===== src/rtl/calculator.sv =====
`default_nettype none
// ============================================================================
// Module   : calculator
// Purpose  : 8-bit, 8-operation registered ALU with a 16-bit result and
//            carry/zero flags. Operations other than divide complete at the
//            accepting clock edge. Divide by a non-zero divisor uses an
//            iterative restoring shift-subtract unit that takes 8 cycles.
// Ports    : clk        - clock, rising edge
//            rst_n      - asynchronous active-low reset
//            start      - launch strobe (ignored while busy)
//            a, b       - 8-bit unsigned operands
//            opcode     - 3-bit operation select
//            out        - 16-bit registered result
//            carry_flag - carry / borrow / overflow / divide-by-zero flag
//            zero_flag  - set when out is zero
//            busy       - divide in progress
//            done       - one-cycle pulse after out/flags update
// Config   : CALC_DIV_REMAINDER_EN - when defined, DIV returns the remainder
//            in out[15:8]; otherwise out[15:8] is zero for DIV.
// Revision : 1.0 - initial release
// ============================================================================
module calculator (
    input  logic        clk,
    input  logic        rst_n,
    input  logic        start,
    input  logic [7:0]  a,
    input  logic [7:0]  b,
    input  logic [2:0]  opcode,
    output logic [15:0] out,
    output logic        carry_flag,
    output logic        zero_flag,
    output logic        busy,
    output logic        done
);

    localparam logic [2:0] c_OP_ADD  = 3'b000;
    localparam logic [2:0] c_OP_SUB  = 3'b001;
    localparam logic [2:0] c_OP_MUL  = 3'b010;
    localparam logic [2:0] c_OP_DIV  = 3'b011;
    localparam logic [2:0] c_OP_XOR  = 3'b100;
    localparam logic [2:0] c_OP_SQR  = 3'b101;
    localparam logic [2:0] c_OP_NAND = 3'b110;
    localparam logic [2:0] c_OP_OR   = 3'b111;

    localparam logic [0:0] c_ST_IDLE = 1'b0;
    localparam logic [0:0] c_ST_DIV  = 1'b1;

    localparam logic [2:0] c_DIV_LAST = 3'd7;

    // Registered state
    logic [0:0]  r_state;
    logic [15:0] r_out;
    logic        r_carry;
    logic        r_zero;
    logic        r_done;
    logic [7:0]  r_rem;   // partial remainder
    logic [7:0]  r_quo;   // dividend bits shift out MSB-first, quotient bits shift in
    logic [7:0]  r_dvs;   // captured divisor
    logic [2:0]  r_cnt;   // divide iteration counter

    // Single-cycle datapath
    logic [8:0]  w_sum;
    logic [8:0]  w_diff;
    logic [15:0] w_prod;
    logic [15:0] w_sqr;
    logic [15:0] w_result;
    logic        w_carry;
    logic        w_div_launch;

    // Divider step
    logic [8:0]  w_rem_shift;
    logic        w_ge;
    logic [7:0]  w_rem_sub;
    logic [7:0]  w_rem_next;
    logic [7:0]  w_quo_next;
    logic [15:0] w_div_out;

    assign w_sum  = {1'b0, a} + {1'b0, b};
    assign w_diff = {1'b0, a} - {1'b0, b};   // bit 8 is the borrow
    assign w_prod = {8'h00, a} * {8'h00, b};
    assign w_sqr  = {8'h00, a} * {8'h00, a};

    assign w_div_launch = (opcode == c_OP_DIV) && (b != 8'h00);

    always_comb begin
        w_result = 16'h0000;
        w_carry  = 1'b0;
        case (opcode)
            c_OP_ADD: begin
                w_result = {7'b0, w_sum};
                w_carry  = w_sum[8];
            end
            c_OP_SUB: begin
                w_result = {8'h00, w_diff[7:0]};
                w_carry  = w_diff[8];
            end
            c_OP_MUL: begin
                w_result = w_prod;
                w_carry  = |w_prod[15:8];
            end
            c_OP_DIV: begin
                // Only reaches this path for a zero divisor; non-zero
                // divisors go through the iterative unit.
                w_result = 16'hFFFF;
                w_carry  = 1'b1;
            end
            c_OP_XOR:  w_result = {8'h00, a ^ b};
            c_OP_SQR: begin
                w_result = w_sqr;
                w_carry  = |w_sqr[15:8];
            end
            c_OP_NAND: w_result = {8'h00, ~(a & b)};
            c_OP_OR:   w_result = {8'h00, a | b};
            default: begin
                w_result = 16'h0000;
                w_carry  = 1'b0;
            end
        endcase
    end

    // Restoring division step: bring down the next dividend bit and subtract
    // the divisor when it fits. The remainder is always below the divisor, so
    // an 8-bit modular subtraction yields the exact new remainder.
    assign w_rem_shift = {r_rem, r_quo[7]};
    assign w_ge        = (w_rem_shift >= {1'b0, r_dvs});
    assign w_rem_sub   = w_rem_shift[7:0] - r_dvs;
    assign w_rem_next  = w_ge ? w_rem_sub : w_rem_shift[7:0];
    assign w_quo_next  = {r_quo[6:0], w_ge};

`ifdef CALC_DIV_REMAINDER_EN
    assign w_div_out = {w_rem_next, w_quo_next};
`else
    assign w_div_out = {8'h00, w_quo_next};
`endif

    always_ff @(posedge clk or negedge rst_n) begin
        if (!rst_n) begin
            r_state <= c_ST_IDLE;
            r_out   <= 16'h0000;
            r_carry <= 1'b0;
            r_zero  <= 1'b0;
            r_done  <= 1'b0;
            r_rem   <= 8'h00;
            r_quo   <= 8'h00;
            r_dvs   <= 8'h00;
            r_cnt   <= 3'd0;
        end else begin
            r_done <= 1'b0;
            case (r_state)
                c_ST_IDLE: begin
                    if (start) begin
                        if (w_div_launch) begin
                            r_state <= c_ST_DIV;
                            r_rem   <= 8'h00;
                            r_quo   <= a;
                            r_dvs   <= b;
                            r_cnt   <= 3'd0;
                        end else begin
                            r_out   <= w_result;
                            r_carry <= w_carry;
                            r_zero  <= (w_result == 16'h0000);
                            r_done  <= 1'b1;
                        end
                    end
                end
                c_ST_DIV: begin
                    r_rem <= w_rem_next;
                    r_quo <= w_quo_next;
                    r_cnt <= r_cnt + 3'd1;
                    if (r_cnt == c_DIV_LAST) begin
                        r_state <= c_ST_IDLE;
                        r_out   <= w_div_out;
                        r_carry <= 1'b0;
                        r_zero  <= (w_div_out == 16'h0000);
                        r_done  <= 1'b1;
                    end
                end
                default: r_state <= c_ST_IDLE;
            endcase
        end
    end

    assign out        = r_out;
    assign carry_flag = r_carry;
    assign zero_flag  = r_zero;
    assign busy       = (r_state == c_ST_DIV);
    assign done       = r_done;

endmodule
`default_nettype wire


===== config.mk =====
export PLATFORM = sky130hd
export DESIGN_NAME = calculator
export DESIGN_NICKNAME = d
export VERILOG_FILES = /design/src/rtl/calculator.sv
export SDC_FILE = /design/constraint.sdc
export NUM_CORES = 1
export LEC_CHECK = 0
export BUFFER_PORTS_ARGS = -buffer_cell sky130_fd_sc_hd__buf_2
export CAP_MARGIN = 40
export CORE_ASPECT_RATIO = 1.2
export CORE_MARGIN = 8
export CORE_UTILIZATION = 45
export CTS_BUF_LIST = sky130_fd_sc_hd__clkbuf_8
export DETAILED_ROUTE_END_ITERATION = 10
export GPL_ROUTABILITY_DRIVEN = 0
export PLACE_DENSITY_LB_ADDON = 0.15
export SYNTH_ARGS = -nofsm -noshare
export SYNTH_HDL_FRONTEND = slang
export SYNTH_SLANG_ARGS = --single-unit
export TNS_END_PERCENT = 20

===== constraint.sdc =====
create_clock -name clk -period 3.41 [get_ports clk]
set_input_delay 0.8525 -clock clk [delete_from_list [all_inputs] [get_ports clk]]
set_output_delay 0.8525 -clock clk [all_outputs]
set_load 0.02 [all_outputs]

==> impl_results.md, run 1 <==
- Post-synthesis average cell area: about 8.2 sq um
- Fmax: between 0.15 and 0.2 GHz
- FF+latch count, synth: 47
- Final global-route overflow total: 0
- Async S/R FF share, synth: 1.00
- Area grow syn2layout: 35.7%
- Buffer depth of the longest clock path: 2
- R2r worst-path depth: 11
- PD cells: 630 nW/um^2
- Via-per-instance ratio: 5.34
- Routed WL: 23300 microns
- GRT Overall Usage: 0.231
- Routed via count: 7181
- Sequential area share after synthesis: 0.160
- CP Class: in2reg
- Crit start category: input port
- Ant. Diodes: 0
- Root buf cell: clkbuf_8
- Initial DRC Count: 427
- Max-cap violation count: 0
- CP required: about 3.6 ns
- Num rows: 51
- Inserted Clock Buffers: 5
- Hold slack: 0.489 ns
- Max Transition Viols Final: 0
- Finished Cell Area: 10000 sq um
- Die width: 133 microns
- Clock Skew: 0.0171 ns
- Synth area leaders: fa_1 17%, ha_1 16%, dfrtp_1 16%, inv_1 6.5%, nor2_1 5.2%
- Detailed Place HPWL: 19800 microns
- Worst-Margin Slew: about 0.55 ns
- Yosys warns: 0
- DRC viols: 0
- Cells after Synth: 902
- Period utilisation layout: 1.53
- Initial antenna violation count: 0
- Port Buffers: between 40 and 50
- Avg WL per Cell: 17.3 microns
- WP data arrival: 5.40 ns
- Clock sinks: 47
- Die Height: 156 microns
- H-tree levels: 2
- Total power: 6.30 mW
- Status: complete, but fails checks
- Antenna viol nets, final: 0
- Vias in the first global route: 7512
- Synth top area share: 0.174
- Slew headroom: 0.633
- Final setup margin: -1.80 ns
- Unrepaired setup endpoints after global routing: true
- Syn Std Cell Area: ~7400 sq um
- Class of the worst hold path: reg2reg
- TritonCTS clock tree: done
- Reg-to-reg endpoint: zero_flag
- Hold_sp: out[5]
- Static leakage: 5.09 nW
- Crit path capture type: register
- DRT Pass-1 Iters: 5
- Dpl cell area: ~9400 sq um
- Slack of the worst reg-to-reg path: approximately 0.49 ns
- Initial Util: 0.456
- Crit-path max FO: 4
- Clock transition at the registers of the reported paths: 0.10 ns
- Worst skew pair latency: 0.32 ns
- # IOs: 42
- Mapped Nets: 1085
- Worst Hold Path Cells: 2
- Ys flop type: dfrtp_1
- Minimum clock period: 5.21 ns
- Layout cell share with drive strength beyond 1: 0.316
- Core area: 16100 sq um
- Peak supply drop: 0.238 mV
- Yosys cell types: 81
- Largest net degree at the start of global routing: 24
- First-pass GRT wire length: 38300 microns
- Hold Path Sink: out[5]
- # setup viols final: 15
- Die area: 20700 sq um
- Area leader, netlist: fa_1
- Violated checks: negative setup slack
- Total Nets Final: 1315
- Fillers: 1464
- EDFF count, synth: 0
- Worst r2r src: r_cnt[0]
- Final Hold Fails: 0
## stage by stage
stage               setup TNS (ns)  cells  setup slack (ns)   util
floorplan                   -16.09    902             -1.70      -
global placement            -24.68   1312             -2.13  0.581
detailed placement          -25.74   1313             -2.25  0.582
CTS                         -18.74   1339             -1.77  0.613
global route                -21.61   1345             -1.97  0.619
finish                      -18.79   1345             -1.80  0.619
## synth_stat cells (all sizes together), types with 9 or more instances
cell type,instances
nor3,9
a21oi,53
nor2b,14
clkbuf,20
inv,130
ha,97
nand2b,9
o211ai,10
xnor2,21
o21ai,50
xor2,9
fa,64
nand3,18
nor2,104
nand2,84
buf,15
a21o,11
dfrtp,47
mux2i,12
## how the worst max path moves through the flow
stage / end / slack (ns) / depth (start not counted) / startpoint
final: carry_flag / -1.80 / 20 / b[3]
after global routing: carry_flag / -1.97 / 18 / a[4]
after CTS: carry_flag / -1.77 / 19 / b[2]
after detailed placement: carry_flag / -2.25 / 18 / a[3]
after global placement: carry_flag / -2.13 / 19 / b[4]
after floorplan: carry_flag / -1.70 / 18 / b[6]
## area by class of cell
class,count,area [sq um],area share
Clock buffer,5,68.8,0.00688
Sequential cell,47,1180,0.118
Inverter,132,552,0.0552
Timing Repair Buffer,258,1980,0.198
Multi-Input combinational cell,688,5890,0.589
Tap cell,212,265,0.0265
Clock inverter,3,71.3,0.00713
## state kept, by name, summed over array words and instances (netlist names)
| signal | count |
|---|---|
| r_cnt | 3 |
| r_rem | 8 |
| done | 1 |
| r_dvs | 8 |
| busy | 1 |
| carry_flag | 1 |
| out | 16 |
| zero_flag | 1 |
| r_quo | 8 |
## timing repair
action	4_1_cts	5_1_grt
endpoints found under the setup margin	15	15
hold buffers	0	0
resized for setup	52	17
buffers inserted	18	7
pin swaps	33	4
cloned	0	0
## power breakdown
part           switching [mW]  total [mW]  leakage (nW)  internal, mW
sequential              0.170       0.991         0.584         0.820
combinational            2.48        4.80          4.43          2.32
clock                   0.209       0.507        0.0703         0.298
## cell families after synthesis
family | synth area share
buffers and inverters | 0.0887
xor gates and xnor gates | 0.0357
muxes | 0.0209
other | 0.00102
and+or+nand+nor | 0.171
DFF | 0.160
adders and majority gates | 0.339
AOI/OAI and AO/OA | 0.184
## cell usage in the layout, fill, tap and decap left out, drive strengths merged, types with 10 or more instances in the layout
cell type	instances
nand2	84
o211ai	10
nor2	104
fa	64
nand3	18
inv	124
a21o	11
nor2b	14
xnor2	21
o21ai	50
dfrtp	47
mux2i	12
a21oi	53
buf	258
ha	97
## critical path, stage by stage
cell and delay, ns:
buf_12 0.08, clkinvlp_4 0.11, buf_4 0.16, nor2_4 0.08
fa_1 0.46, fa_1 0.50, fa_1 0.50, inv_1 0.06
fa_1 0.49, inv_2 0.05, ha_4 0.26, o21a_1 0.12
nor2_2 0.05, a31oi_2 0.17, a21boi_1 0.10, xnor2_1 0.15
or4_4 0.55, or4_1 0.40, o21ai_1 0.15, a211oi_1 0.10
## per-layer routing
metal / global-route usage / vias to the layer above / share of wire
met5: 0 / - / 0
met2: 0.408 / 186 / 0.49
li1: - / 3487 / -
met3: 0.0190 / 56 / 0.035
met1: 0.281 / 3452 / 0.43
met4: 0.101 / 0 / 0.041
Power figures use the tool's default switching activity.
==> run 2, diff against run 1 <==
BUFFER_PORTS_ARGS = unset   (was -buffer_cell sky130_fd_sc_hd__buf_2)
DONT_BUFFER_PORTS = 1   (was unset)
==> run 2 against run 1 <==
- the run still ends with negative setup slack left
- sequential power grew 14%
- power down 2.4%
- worst setup slack gained 0.23 ns
==> impl_results.md, run 2 (same netlist as run 1, synthesis figures left out) <==
- CP Class: in2reg
- Total Nets Final: roughly 1200
- Crit-path max cell delay: 0.48 ns
- Register Area: roughly 1200 sq um
- Die Height: 156 microns
- Port Buffers: 0
- DRT Pass-1 Iters: 5
- CP required: 3.61 ns
- Avg WL per Cell: approximately 18 microns
- # IOs: 42
- Crit path capture type: register
- Clock Skew: 0.0128 ns
- H-tree levels: 2
- Crit-path slowest cell: fa_1
- Violated checks: negative setup slack
- GRT met1 Usage: 0.282
- Slew headroom: 0.594
- Final setup margin: -1.57 ns
- Initial DRC Count: 367
- TNS Setup: -16.11 ns
- Detailed Place HPWL: 18900 microns
- Fin util: 0.581
- Post-CTS Hold Buffers: 0
- TritonCTS clock tree: done
- Commonest non-fill, non-tap cells in the layout: 163 x buf_4, 112 x inv_1, 86 x ha_1
- Layout cell share with drive strength beyond 1: 0.264
- Max reg flops: 16
- Period utilisation layout: 1.46
- Final global-route overflow total: 0
- Routed WL: 22900 microns
- Ant. Diodes: 0
- Via-per-instance ratio: 5.50
- Static leakage: 4.66 nW
- Multi-input logic area: 5950 sq um
- Initial Util: 0.456
- Peak supply drop: 0.267 mV
- Core area: 16100 sq um
- Buffer depth of the longest clock path: 2
- Most used cell along the critical path: buf_4
- Routed via count: between 6000 and 7000
- Worst-Margin Slew: 0.608 ns
- Antenna viol nets, final: 0
- PD cells: approximately 660 nW/um^2
- Fmax: 0.201 GHz
- Area grow syn2layout: 27.3%
- Global-route met3 utilization: 0.0261
- Crit-path max FO: 6
- CP Cell Sequence: clkinvlp_4 -> buf_4 -> buf_4 -> buf_4 -> buf_4 -> buf_4 -> nor2_1 -> ha_1 -> fa_1 -> fa_1 -> ha_1 -> ha_1 -> a21oi_1 -> a21boi_2 -> xnor2_2 -> or4_1 -> or4_1 -> o21ai_1 -> a211oi_1
- Clock transition at the registers of the reported paths: ~0.1 ns
- Finished Cell Area: 9380 sq um
- Fillers: 1493
- WP data arrival: 5.18 ns
- # setup viols final: 15
- Unrepaired setup endpoints after global routing: true
- Clock sinks: 47
- Root buf cell: clkbuf_8
- DRC viols: 0
- GRT Max-Usage Layer: met2
- GRT Overall Usage: 0.226
- Status: complete, but fails checks
- Max Transition Viols Final: 0
- Class of the worst hold path: in2async
- Die width: 133 microns
- First-pass GRT wire length: around 37000 microns
- Worst skew pair latency: 0.32 ns
- Num rows: between 50 and 60
- Crit start category: input port
- Largest net degree at the start of global routing: 48
- Max-cap violation count: 0
- Dpl cell area: 8830 sq um
- Final Hold Fails: 0
- Leading cell type in the layout, fill and taps excluded: buf_4
- Minimum clock period: 4.98 ns
- Initial antenna violation count: 0
- Inserted Clock Buffers: 5
- Met2 Use GR: 0.391
- Die area: between 20000 and 25000 sq um
- Vias in the first global route: 7044
==> run 2: changes by cell type in the layout (fill, tap and decap cells not counted), moves of 3 or more <==
cell | before | now
buf_6 | 10 | 7
buf_4 | 209 | 163
buf_12 | 6 | 1
nand2_2 | 0 | 3
nor2_1 | 82 | 85
nand2_1 | 84 | 80
buf_2 | 32 | 0
inv_1 | 109 | 112
==> run 2: final cells by class <==
| type | count | share of cell area |
|---|---|---|
| clock buffers | 5 | 0.00734 |
| well taps | 212 | 0.0283 |
| flip-flops and latches | 47 | 0.125 |
| repair buffers | 171 | 0.141 |
| clock inverters | 3 | 0.00507 |
| multi-input cells | 688 | 0.634 |
| inverters | 132 | 0.0584 |
==> run 2: final timing paths <==
path | slack, ns | start | cells past startpoint | endpoint
hold reg to reg | 0.49 | r_cnt[0] | 1 | r_cnt[0]
hold / removal | 0.22 | rst_n | 0 | busy
min in group clk | 0.49 | r_cnt[0] | 1 | r_cnt[0]
setup / recovery | -1.57 | b[4] | 19 | carry_flag
setup reg to reg | 0.57 | r_cnt[0] | 11 | zero_flag
max in group asynchronous | 3.10 | rst_n | 0 | out[13]
==> run 2: metal layers <==
| layer | wire, microns | part of all wire |
|---|---|---|
| met4 | 816 | 0.036 |
| met2 | 11200 | 0.49 |
| met5 | 0 | 0 |
| met1 | 9920 | 0.43 |
| met3 | 967 | 0.042 |
==> run 2: critical path, delay by kind of cell <==
kind	cells	cell delay [ns]
xor gates and xnor gates	1	0.09
AOI/OAI and AO/OA	4	0.64
buffers and inverters	6	0.83
and+or+nand+nor	3	0.95
adders and majority gates	5	1.81
==> run 2: timing repair <==
| action | 4_1_cts | 5_1_grt |
|---|---|---|
| gates resized for setup | 41 | 15 |
| setup buffers | 19 | 2 |
| pin swaps | 20 | 9 |
| setup endpoints to repair | 15 | 15 |
==> run 2: through the flow <==
step / total power, mW / instances / hold slack (ns) / setup WS, ns
2_1_floorplan: 3.88 / 902 / 0.454 / -1.70
3_3_place_gp: 5.29 / 1229 / 0.474 / -1.90
3_5_place_dp: 5.34 / 1229 / 0.486 / -1.95
4_1_cts: 6.05 / 1256 / 0.206 / -1.52
5_1_grt: 6.68 / 1258 / 0.197 / -1.70
6_report: 6.14 / 1258 / 0.218 / -1.57
==> run 2: where the power goes <==
group | internal, mW | switching (mW) | leakage, nW
clock network | 0.222 | 0.209 | 0.0587
logic | 2.25 | 2.33 | 4.02
registers | 0.820 | 0.311 | 0.584
total | 3.30 | 2.85 | 4.66
